==> src/rtl/message_sequencer_pkg.sv <==
// message_sequencer_pkg: shared message codes, FSM states and counter width for the message sequencer
package message_sequencer_pkg;
  localparam int CNT_W = 4;
  typedef enum logic [1:0] {MSG_NONE = 2'd0, MSG_CRASH = 2'd1, MSG_VICTORY = 2'd2} msg_code_t;
  typedef enum logic [1:0] {ST_IDLE = 2'd0, ST_SHOW = 2'd1, ST_GAP = 2'd2} state_t;
  function automatic msg_code_t pick(input logic crash, input logic victory);
    return crash ? MSG_CRASH : (victory ? MSG_VICTORY : MSG_NONE);
  endfunction
endpackage

==> src/rtl/message_sequencer_tick_counter.sv <==
// tick_counter: counts tick strobes up to limit; hit flags the tick that completes the interval
// ports: clk, reset (async active-low), clr (sync zero), tick, limit (last count value), hit
module tick_counter import message_sequencer_pkg::*; (
  input  logic             clk,
  input  logic             reset,
  input  logic             clr,
  input  logic             tick,
  input  logic [CNT_W-1:0] limit,
  output logic             hit
);
  logic [CNT_W-1:0] count;
  assign hit = tick && count == limit;
  always_ff @(posedge clk or negedge reset)
    if (!reset) count <= '0;
    else count <= (clr || hit) ? '0 : count + CNT_W'(tick);
endmodule

==> src/rtl/message_sequencer.sv <==
// message_sequencer: shows crash/victory messages for a tick-timed dwell, blank gap between them
// ports: clk, reset (async active-low), tick, crash_req, victory_req, clear (sync abort)
//        msg_valid, msg_code, freeze, done
module message_sequencer import message_sequencer_pkg::*; #(
  parameter int unsigned DWELL_TICKS = 4,
  parameter int unsigned GAP_TICKS   = 1
) (
  input  logic       clk,
  input  logic       reset,
  input  logic       tick,
  input  logic       crash_req,
  input  logic       victory_req,
  input  logic       clear,
  output logic       msg_valid,
  output logic [1:0] msg_code,
  output logic       freeze,
  output logic       done
);
  state_t state, state_n;
  msg_code_t code, code_n;
  logic crash_pend, victory_pend, cp_n, vp_n, done_n, clr, hit;
  logic [CNT_W-1:0] limit;
  logic eff_c, eff_v;
  assign eff_c = crash_req || crash_pend;
  assign eff_v = victory_req || victory_pend;
  assign limit = state == ST_SHOW ? CNT_W'(DWELL_TICKS - 1) : CNT_W'(GAP_TICKS - 1);
  tick_counter u_cnt (.clk(clk), .reset(reset), .clr(clr), .tick(tick), .limit(limit), .hit(hit));
  always_comb begin
    state_n = state;
    code_n  = code;
    cp_n    = crash_pend;
    vp_n    = victory_pend;
    done_n  = 1'b0;
    clr     = 1'b0;
    if (clear) begin
      state_n = ST_IDLE;
      cp_n    = 1'b0;
      vp_n    = 1'b0;
      clr     = 1'b1;
    end else begin
      case (state)
        ST_IDLE: begin
          clr  = 1'b1;
          cp_n = 1'b0;
          vp_n = eff_c && eff_v;
          if (eff_c || eff_v) begin
            state_n = ST_SHOW;
            code_n  = pick(eff_c, eff_v);
          end
        end
        ST_SHOW: begin
          if (crash_req && code == MSG_VICTORY) begin
            // crash preempts the victory, which is dropped rather than re-queued
            code_n = MSG_CRASH;
            clr    = 1'b1;
            vp_n   = 1'b0;
          end else begin
            vp_n = victory_pend || (victory_req && code == MSG_CRASH);
            if (hit) begin
              state_n = ST_GAP;
              done_n  = 1'b1;
            end
          end
        end
        ST_GAP: begin
          cp_n = eff_c;
          vp_n = eff_v;
          if (hit) begin
            state_n = (eff_c || eff_v) ? ST_SHOW : ST_IDLE;
            code_n  = (eff_c || eff_v) ? pick(eff_c, eff_v) : code;
            cp_n    = 1'b0;
            vp_n    = eff_c && eff_v;
          end
        end
        default: state_n = ST_IDLE;
      endcase
    end
  end
  always_ff @(posedge clk or negedge reset)
    if (!reset) begin
      state        <= ST_IDLE;
      code         <= MSG_NONE;
      crash_pend   <= 1'b0;
      victory_pend <= 1'b0;
      done         <= 1'b0;
    end else begin
      state        <= state_n;
      code         <= code_n;
      crash_pend   <= cp_n;
      victory_pend <= vp_n;
      done         <= done_n;
    end
  assign msg_valid = state == ST_SHOW;
  assign msg_code  = msg_valid ? code : MSG_NONE;
  assign freeze    = state != ST_IDLE;
endmodule

==> config.mk <==
export PLATFORM = sky130hd
export DESIGN_NAME = message_sequencer
export DESIGN_NICKNAME = d
export VERILOG_FILES = /design/src/rtl/message_sequencer_pkg.sv /design/src/rtl/message_sequencer_tick_counter.sv /design/src/rtl/message_sequencer.sv
export SDC_FILE = /design/constraint.sdc
export NUM_CORES = 1
export LEC_CHECK = 0
export ABC_AREA = 1
export BUFFER_PORTS_ARGS = -buffer_cell sky130_fd_sc_hd__buf_2
export CORE_UTILIZATION = 45
export DETAILED_ROUTE_END_ITERATION = 8
export PLACE_DENSITY = 0.7
export SLEW_MARGIN = 20
export SYNTH_ARGS = -nofsm -noshare
export SYNTH_HDL_FRONTEND = slang
export SYNTH_SLANG_ARGS = --single-unit
==> constraint.sdc <==
create_clock -name clk -period 4.15 [get_ports clk]
set_input_delay 1.0375 -clock clk [delete_from_list [all_inputs] [get_ports clk]]
set_output_delay 1.0375 -clock clk [all_outputs]
set_load 0.1 [all_outputs]
==> results of run 1 <==
## tightest hold or removal path: stages (launching register included)
cell and delay [ps]:
dfrtp_1 370, nand2_1 60, nand2_1 50
## worst paths after layout
check                           startpoint        endpoint  slack, ps  depth (start not counted)
min in group asynchronous            reset    victory_pend        620                          1
worst min-delay path               code[1]         code[1]        500                          2
worst max register to register    state[1]        state[1]       2490                          9
worst min register to register     code[1]         code[1]        500                          2
max in group asynchronous            reset  u_cnt.count[1]       3320                          1
worst max-delay path              state[1]     msg_code[1]       1390                          5
## power by group through the flow
stage	logic, uW	clock network (uW)	registers [uW]
floorplan	277	0	157
global placement	321	0	151
detailed placement	325	0	152
CTS	326	77.9	150
global route	351	84.2	154
finish	324	74.9	150
## cell usage after synthesis (all sizes together)
cell type and count:
a21oi 2, a31o 1, buf 1, dfrtp 11, ha 6, inv 14
nand2 29, nand3 8, nand3b 2, nand4 1, nor2 14, nor3 1
nor3b 2, o2111ai 1, o22ai 1, or2 1, xnor2 1, xor2 1
## final cells by class
| class | count | area, sq um |
|---|---|---|
| Sequential cell | 11 | 275 |
| Clock buffer | 4 | 26.3 |
| Inverter | 14 | 52.6 |
| Fill cell | 155 | 703 |
| Multi-Input combinational cell | 71 | 414 |
| Tap cell | 16 | 20.0 |
| Timing Repair Buffer | 10 | 50.0 |
## through the flow
step / utilization [%] / worst slack (ps)
after detailed placement: 52.7 / 1690
after floorplan: - / 976
after global routing: 54.4 / 1250
after CTS: 54.4 / 1390
after global placement: 52.7 / 1740
final: 54.4 / 1390
## flip-flops by register name, summed over array words and instances (netlist names)
register	flops
victory_pend	1
crash_pend	1
state	2
done	1
u_cnt.count	4
code	2
## cells in the final DEF, fill, tap and decap left out, types with 2 or more instances in the layout
cell	count
nand2_1	27
inv_1	14
nor2_1	13
dfrtp_1	11
buf_2	10
nand3_1	6
ha_1	6
clkbuf_4	3
nand2_2	2
nand3_2	2
a21oi_1	2
nand3b_1	2
## logic make-up after synthesis
group	Yosys count	synth area share (%)
and+or+nand+nor	58	38.2
adders and majority gates	6	9.97
DFF	11	36.5
buffers and inverters	15	8.47
xor gates and xnor gates	2	2.33
AOI/OAI and AO/OA	5	4.49
## layer usage
layer | global-route usage [%] | vias to the layer above | wire length (microns)
li1 | - | 332 | -
met1 | 22.4 | 275 | 636
met2 | 26.1 | 18 | 603
met3 | 5.11 | 6 | 62
met4 | 11.9 | 0 | 46
met5 | 0 | - | 0
==> impl_metrics.ini, run 1 <==
[global_routing]
grt_antenna_before_repair = 0
grt.total_usage_pct = 17.8
grt_max_degree = 12
grt_pass1_wl_microns = 2340
grt_pass1_vias = 565
globalRoute.totalOverflow = 0

[pwr]
clkPwrFrac_pct = 13.7
pwr-share-comb_pct = 59.1
swShare_pct = 55.4
total_power_uw = 549
leakage_uw = 0.000461
p_sw_uw = 304
max-vdd-ir-drop_uv = 319
intPower_uw = 245
p_per_area_mw_per_mm2 = 654
power_frac_seq_pct = 27.3

[routing]
vias = 631
vias_per_cell = 5.01
ant_nets = 0
drcViolationCount = 0
drtIter0Drc = 10
finalWirelength_microns = 1350
dr.pass1.iters = 4
wl_per_cell_microns = 10.7

[clock_network]
cts_buffers = 3
post_cts_hold_buffer_count = 0
cts.sinks = 11
insertion_delay_ps = 270
clockRootBuffer = clkbuf_4
cts_resized = 0
postCtsSetupRepairBufs = 0
path_clk_slew_ps = 80
clockBufferDepth = 2
ctsHtreeMaxLevel = 1
cts_tree = yes

[layout]
area_growth_pct = 11.3
diodes = 0
fin_cells = 126
drive_above_1_share_pct = 20.0
nets = 123
final_cell_area_sq_um = 838

[timing]
setup_viol = 0
slew_viol_final = 0
hold_viol = 0
rsz0062_at_grt = no
worstMarginPinSlew_ps = 484
skew_ps = 6.75
slew-limit-headroom_pct = 68.0
finalSetupTns_ps = 0
holdWs_ps = 504
max_freq_mhz = 363
fin_crit_ps = 2760
post-route-period-util_pct = 66.4

[worst_hold_path]
holdCritPathClass = register to register

[placed_design]
portBuffers = 10
dpl.cell_count = 122
place_area_sq_um = 812
hpwl_microns = 1050
routabilityCongestion = 0.771

[worst_setup_path]
cp_common_cell = inv_1
path_cells = inv_1 > ha_1 > nand2_1 > inv_1 > buf_2
crit_type = register to primary output
slowest_delay_ps = 420
cpLargestDelayFamily = buffers and inverters
worstPathRequired_ps = 3110
critPathLaunchType = register
cp_num_buf_inv = 3
slowest_stage = dfrtp_1
arrival_ps = 1720
setup.worst_path.end_class = primary output
critPathMaxFanout = 10

[yosys]
yosys-top-cells-area = dfrtp_1 37%, nand2_1 13%, ha_1 10%
synth.top_cell.area_share_pct = 36.5
yosysUniqueCellTypes = 22
seq_area_frac_synth_pct = 36.5
yosysTopAreaCell = dfrtp_1
synthCells = 97
synth_nets = 109
avgSynthCellArea_sq_um = 7.77
synth_area_sq_um = 753
ys_ff_latch = 11
ys.warnings.count = 0

[floorplanning]
chipHeight_microns = 42.9
core_area_sq_mm = 0.00154
start_util_pct = 48.9
dieArea_sq_mm = 0.00184
die_x_microns = 42.9
io_pins = 11
rows = 14

[run_status]
status = complete, no violations

[job]
maxCapViolations = 0
(Power assumes the default switching activity.)
==> inputs of run 2 (changes only) <==
- clock period: 4.15 -> 2.8 ns (I/O delays scaled with it)
==> impl_metrics.ini, run 2 (same netlist as run 1, synthesis figures left out) <==
[run_status]
status = complete, no violations

[clock_network]
path_clk_slew_ps = 70
ctsHtreeMaxLevel = 1
insertion_delay_ps = 270
cts_resized = 0
post_cts_hold_buffer_count = 0
postCtsSetupRepairBufs = 0
cts.sinks = 11
clockRootBuffer = clkbuf_4
cts_buffers = 3
clockBufferDepth = 2
cts_tree = yes

[pwr]
p_per_area_mw_per_mm2 = 970
pwr-share-comb_pct = 59.3
max-vdd-ir-drop_uv = 517
p_sw_uw = 450
clkPwrFrac_pct = 13.4
intPower_uw = 365
leakage_uw = 0.000460
swShare_pct = 55.2
power_frac_seq_pct = 27.3

[layout]
diodes = 0
nets = 123
top_register = u_cnt.count
final_common_cell = nand2_1
seqCellArea_sq_um = 275
multi_input_area_sq_um = 417
area_growth_pct = 11.6
most-common-layout-cells = 27 x nand2_1, 14 x inv_1, 13 x nor2_1
largest_reg_flops = 4
fill_cells = 153
final_cell_area_sq_um = 841
drive_above_1_share_pct = 20.9
reg.largest.list = u_cnt.count x4, code x2, state x2

[timing]
holdWs_ps = 290
post-route-period-util_pct = 82.2
setup_viol = 0
setup_ws_ps = 499
finalSetupTns_ps = 0
max_freq_mhz = 435
fin_crit_ps = 2300
hold_viol = 0
slew-limit-headroom_pct = 68.0
worstMarginPinSlew_ps = 483
slew_viol_final = 0
skew_ps = 0.709
rsz0062_at_grt = no

[worst_setup_path]
r2r_end = state[1]
rr_startpoint = state[1]
critPathMaxFanout = 10
reg2reg_depth = 9
cp_num_buf_inv = 3
slowest_delay_ps = 410
reg2reg_slack_ps = 1270
path_cells = inv_1 > ha_2 > nand2_1 > inv_1 > buf_2
cp_common_cell = inv_1
setup.worst_path.end_class = primary output
critPathLaunchType = register
slowest_stage = dfrtp_1
cpLargestDelayFamily = buffers and inverters
crit_type = register to primary output
arrival_ps = 1600
worstPathRequired_ps = 2100

[floorplanning]
die_x_microns = 42.9
io_pins = 11
chipHeight_microns = 42.9
dieArea_sq_mm = 0.00184
core_area_sq_mm = 0.00154
start_util_pct = 48.9
rows = 14

[placed_design]
pre_cts_ws_ps = 780
place_area_sq_um = 815
routabilityCongestion = 0.799
hpwl_microns = 1060
portBuffers = 10

[routing]
wl_per_cell_microns = 10.7
vias = 628
dr.pass1.iters = 4
ant_nets = 0
drtIter0Drc = 8
finalWirelength_microns = 1350
drcViolationCount = 0
vias_per_cell = 4.98

[global_routing]
globalRoute.totalOverflow = 0
grt_pass1_vias = 552
grt_pass1_wl_microns = 2330
grt.total_usage_pct = 17.1
grt_antenna_before_repair = 0
grt_max_degree = 12

[job]
maxCapViolations = 0

[worst_hold_path]
holdCritPathClass = input pin to asynchronous set/reset pin
-- run 2: cell counts in the layout (fill, tap and decap cells not counted) --
No cell type changed its count.
-- run 2: worst max path at each step --
stage / from / endpoint / slack, ps / depth (start not counted)
after detailed placement: state[1] / msg_code[1] / 780 / 5
after global routing: state[1] / msg_code[0] / 420 / 5
after floorplan: state[1] / msg_code[0] / 270 / 5
final: state[1] / msg_code[1] / 500 / 5
after global placement: state[1] / msg_code[1] / 820 / 5
after CTS: state[1] / msg_code[1] / 480 / 5
-- run 2: power groups by stage --
stage	clock network [uW]	registers, uW	logic (uW)
floorplan	0	233	413
global placement	0	225	478
detailed placement	0	226	486
CTS	116	223	486
global route	122	229	527
finish	110	222	483
-- run 2: stage by stage --
stage	instances	total power [uW]	util, %
floorplan	97	647	-
global placement	122	703	52.8
detailed placement	122	712	52.8
CTS	126	825	54.5
global route	126	878	54.5
finish	126	815	54.5
-- run 2: final cells by class --
cell class | instances | area share, %
Sequential cell | 11 | 32.7
Timing Repair Buffer | 10 | 5.95
Multi-Input combinational cell | 71 | 49.6
Clock buffer | 4 | 3.13
Inverter | 14 | 6.25
Tap cell | 16 | 2.38
-- run 2: per-layer routing --
| layer | wire length [microns] | global-route usage, % | part of all wire, % | vias to the layer above |
|---|---|---|---|---|
| met5 | 0 | 0 | 0 | - |
| met4 | 0 | 9.38 | 0 | 0 |
| met3 | 57 | 2.55 | 4.2 | 0 |
| met2 | 671 | 26.1 | 50 | 12 |
| met1 | 619 | 22.9 | 46 | 284 |
| li1 | - | - | - | 332 |
-- run 2: worst register-to-register path: stages, from the launching register on --
cell,delay [ps]
dfrtp_1,410
inv_1,90
ha_2,290
nand3_1,110
nand2_2,100
nand2_2,80
nand3_2,110
nand3_1,100
nand2_1,70
nand2_1,50
==> inputs of run 3 (changes only) <==
- clock period: 2.8 -> 2.12 ns (I/O delays scaled with it)
==> impl_metrics.ini, run 3 (same netlist as run 1, synthesis figures left out) <==
[placed_design]
hpwl_microns = 1110
routabilityCongestion = 0.836
portBuffers = 10
place_area_sq_um = 832

[routing]
ant_nets = 0
wl_per_cell_microns = 11.2
drtIter0Drc = 7
vias = 669
finalWirelength_microns = 1420
vias_per_cell = 5.31
drcViolationCount = 0
dr.pass1.iters = 4

[global_routing]
grt_use_met3_pct = 2.55
grt_antenna_before_repair = 0
busiest_layer = met2
grt_pass1_wl_microns = 2440
grt_max_degree = 12
grtUsageMet2_pct = 28.2
globalRoute.totalOverflow = 0
grt_pass1_vias = 620
grt.total_usage_pct = 17.8
use_met1_pct = 22.2

[layout]
drive_above_1_share_pct = 22.7
post-route-util_pct = 56.2
largest_reg_flops = 4
diodes = 0
reg.largest.list = u_cnt.count x4, code x2, state x2
final_cell_area_sq_um = 866
nets = 123
most-common-layout-cells = 27 x nand2_1, 13 x nor2_1, 12 x inv_1
final_common_cell = nand2_1
fill_cells = 143
area_growth_pct = 15.0
top_register = u_cnt.count

[worst_setup_path]
worstPathRequired_ps = 1590
setup.worst_path.end_class = primary output
arrival_ps = 1470
critPathLaunchType = register
slowest_stage = dfrtp_1
slowest_delay_ps = 410
reg2reg_slack_ps = 650
path_cells = inv_1 > ha_4 > nand2_1 > clkinvlp_4 > buf_4
cpLargestDelayFamily = buffers and inverters
critPathMaxFanout = 10
cp_num_buf_inv = 3
crit_type = register to primary output

[floorplanning]
chipHeight_microns = 42.9
core_area_sq_mm = 0.00154
io_pins = 11
dieArea_sq_mm = 0.00184
rows = 14
die_x_microns = 42.9
start_util_pct = 48.9

[pwr]
p_sw_uw = 613
intPower_uw = 508
max-vdd-ir-drop_uv = 609
leakage_uw = 0.000444
total_power_uw = 1120
power_frac_seq_pct = 26.7
pwr-share-comb_pct = 60.1
swShare_pct = 54.7
p_per_area_mw_per_mm2 = 1290
clkPwrFrac_pct = 13.2

[clock_network]
clockRootBuffer = clkbuf_4
clockBufferDepth = 2
path_clk_slew_ps = 70
cts.sinks = 11
post_cts_hold_buffer_count = 0
cts_tree = yes
insertion_delay_ps = 270
postCtsSetupRepairBufs = 0
cts_buffers = 3
ctsHtreeMaxLevel = 1

[timing]
slew-limit-headroom_pct = 68.0
skew_ps = 1.69
setup_viol = 0
slew_viol_final = 0
worstMarginPinSlew_ps = 484
hold_viol = 0
rsz0062_at_grt = no
max_freq_mhz = 500
post-route-period-util_pct = 94.4
finalSetupTns_ps = 0
holdWs_ps = 110
fin_crit_ps = 2000

[run_status]
status = complete, no violations

[worst_hold_path]
holdCritPathClass = input pin to asynchronous set/reset pin

[job]
maxCapViolations = 0
==> run 3: cell count changes in the layout (fill, tap and decap cells not counted) <==
cell and change:
buf_4 +3, ha_2 -1, buf_2 -3, inv_1 -2, clkinvlp_4 +2, ha_4 +1
==> run 3: per-layer routing <==
metal  vias to the layer above  routed length [microns]  share of wire [%]
met5                         -                        0                  0
met4                         0                       29                2.0
met3                         4                       60                4.2
met2                        17                      680                 48
met1                       314                      644                 46
li1                        334                        -                  -
==> run 3: per-stage QoR <==
step,std cells,setup slack [ps]
3_5_place_dp,122,289
2_1_floorplan,97,163
3_3_place_gp,122,336
5_1_grt,126,34.7
4_1_cts,126,112
6_report,126,119
==> run 3: worst paths after layout <==
check                         start        endpoint  cells after the start
max                        state[1]     msg_code[0]                      5
min                           reset      crash_pend                      1
max reg2reg                state[0]         code[0]                      6
min reg2reg                 code[1]         code[1]                      2
max in group asynchronous     reset  u_cnt.count[0]                      1
min in group clk              clear            done                      2
==> run 3: power groups by stage <==
stage | Combinational (uW) | Clock (uW) | Sequential [uW]
finish | 674 | 148 | 299
global placement | 649 | 0 | 302
floorplan | 570 | 0 | 312
global route | 730 | 164 | 309
detailed placement | 661 | 0 | 304
CTS | 678 | 153 | 300
==> run 3: area by class of cell <==
class	count	area [sq um]	area share, %
multi-input cells	71	427	49.3
flip-flops and latches	11	275	31.8
inverters	14	60.1	6.94
repair buffers	10	57.6	6.65
clock buffers	4	26.3	3.03
well taps	16	20.0	2.31
==> run 3: worst reg2reg max path, cell delays in order, from the launching register on <==
cell and delay [ps]:
dfrtp_1 440, ha_1 220, or2_1 240, nor3b_2 240, nand2_1 100, nand2_1 70, nand2_1 50
==> run 3: repair_timing <==
action	CTS	global route
endpoints found under the setup margin	3	0
resized for setup	3	0
hold endpoints to repair	0	0
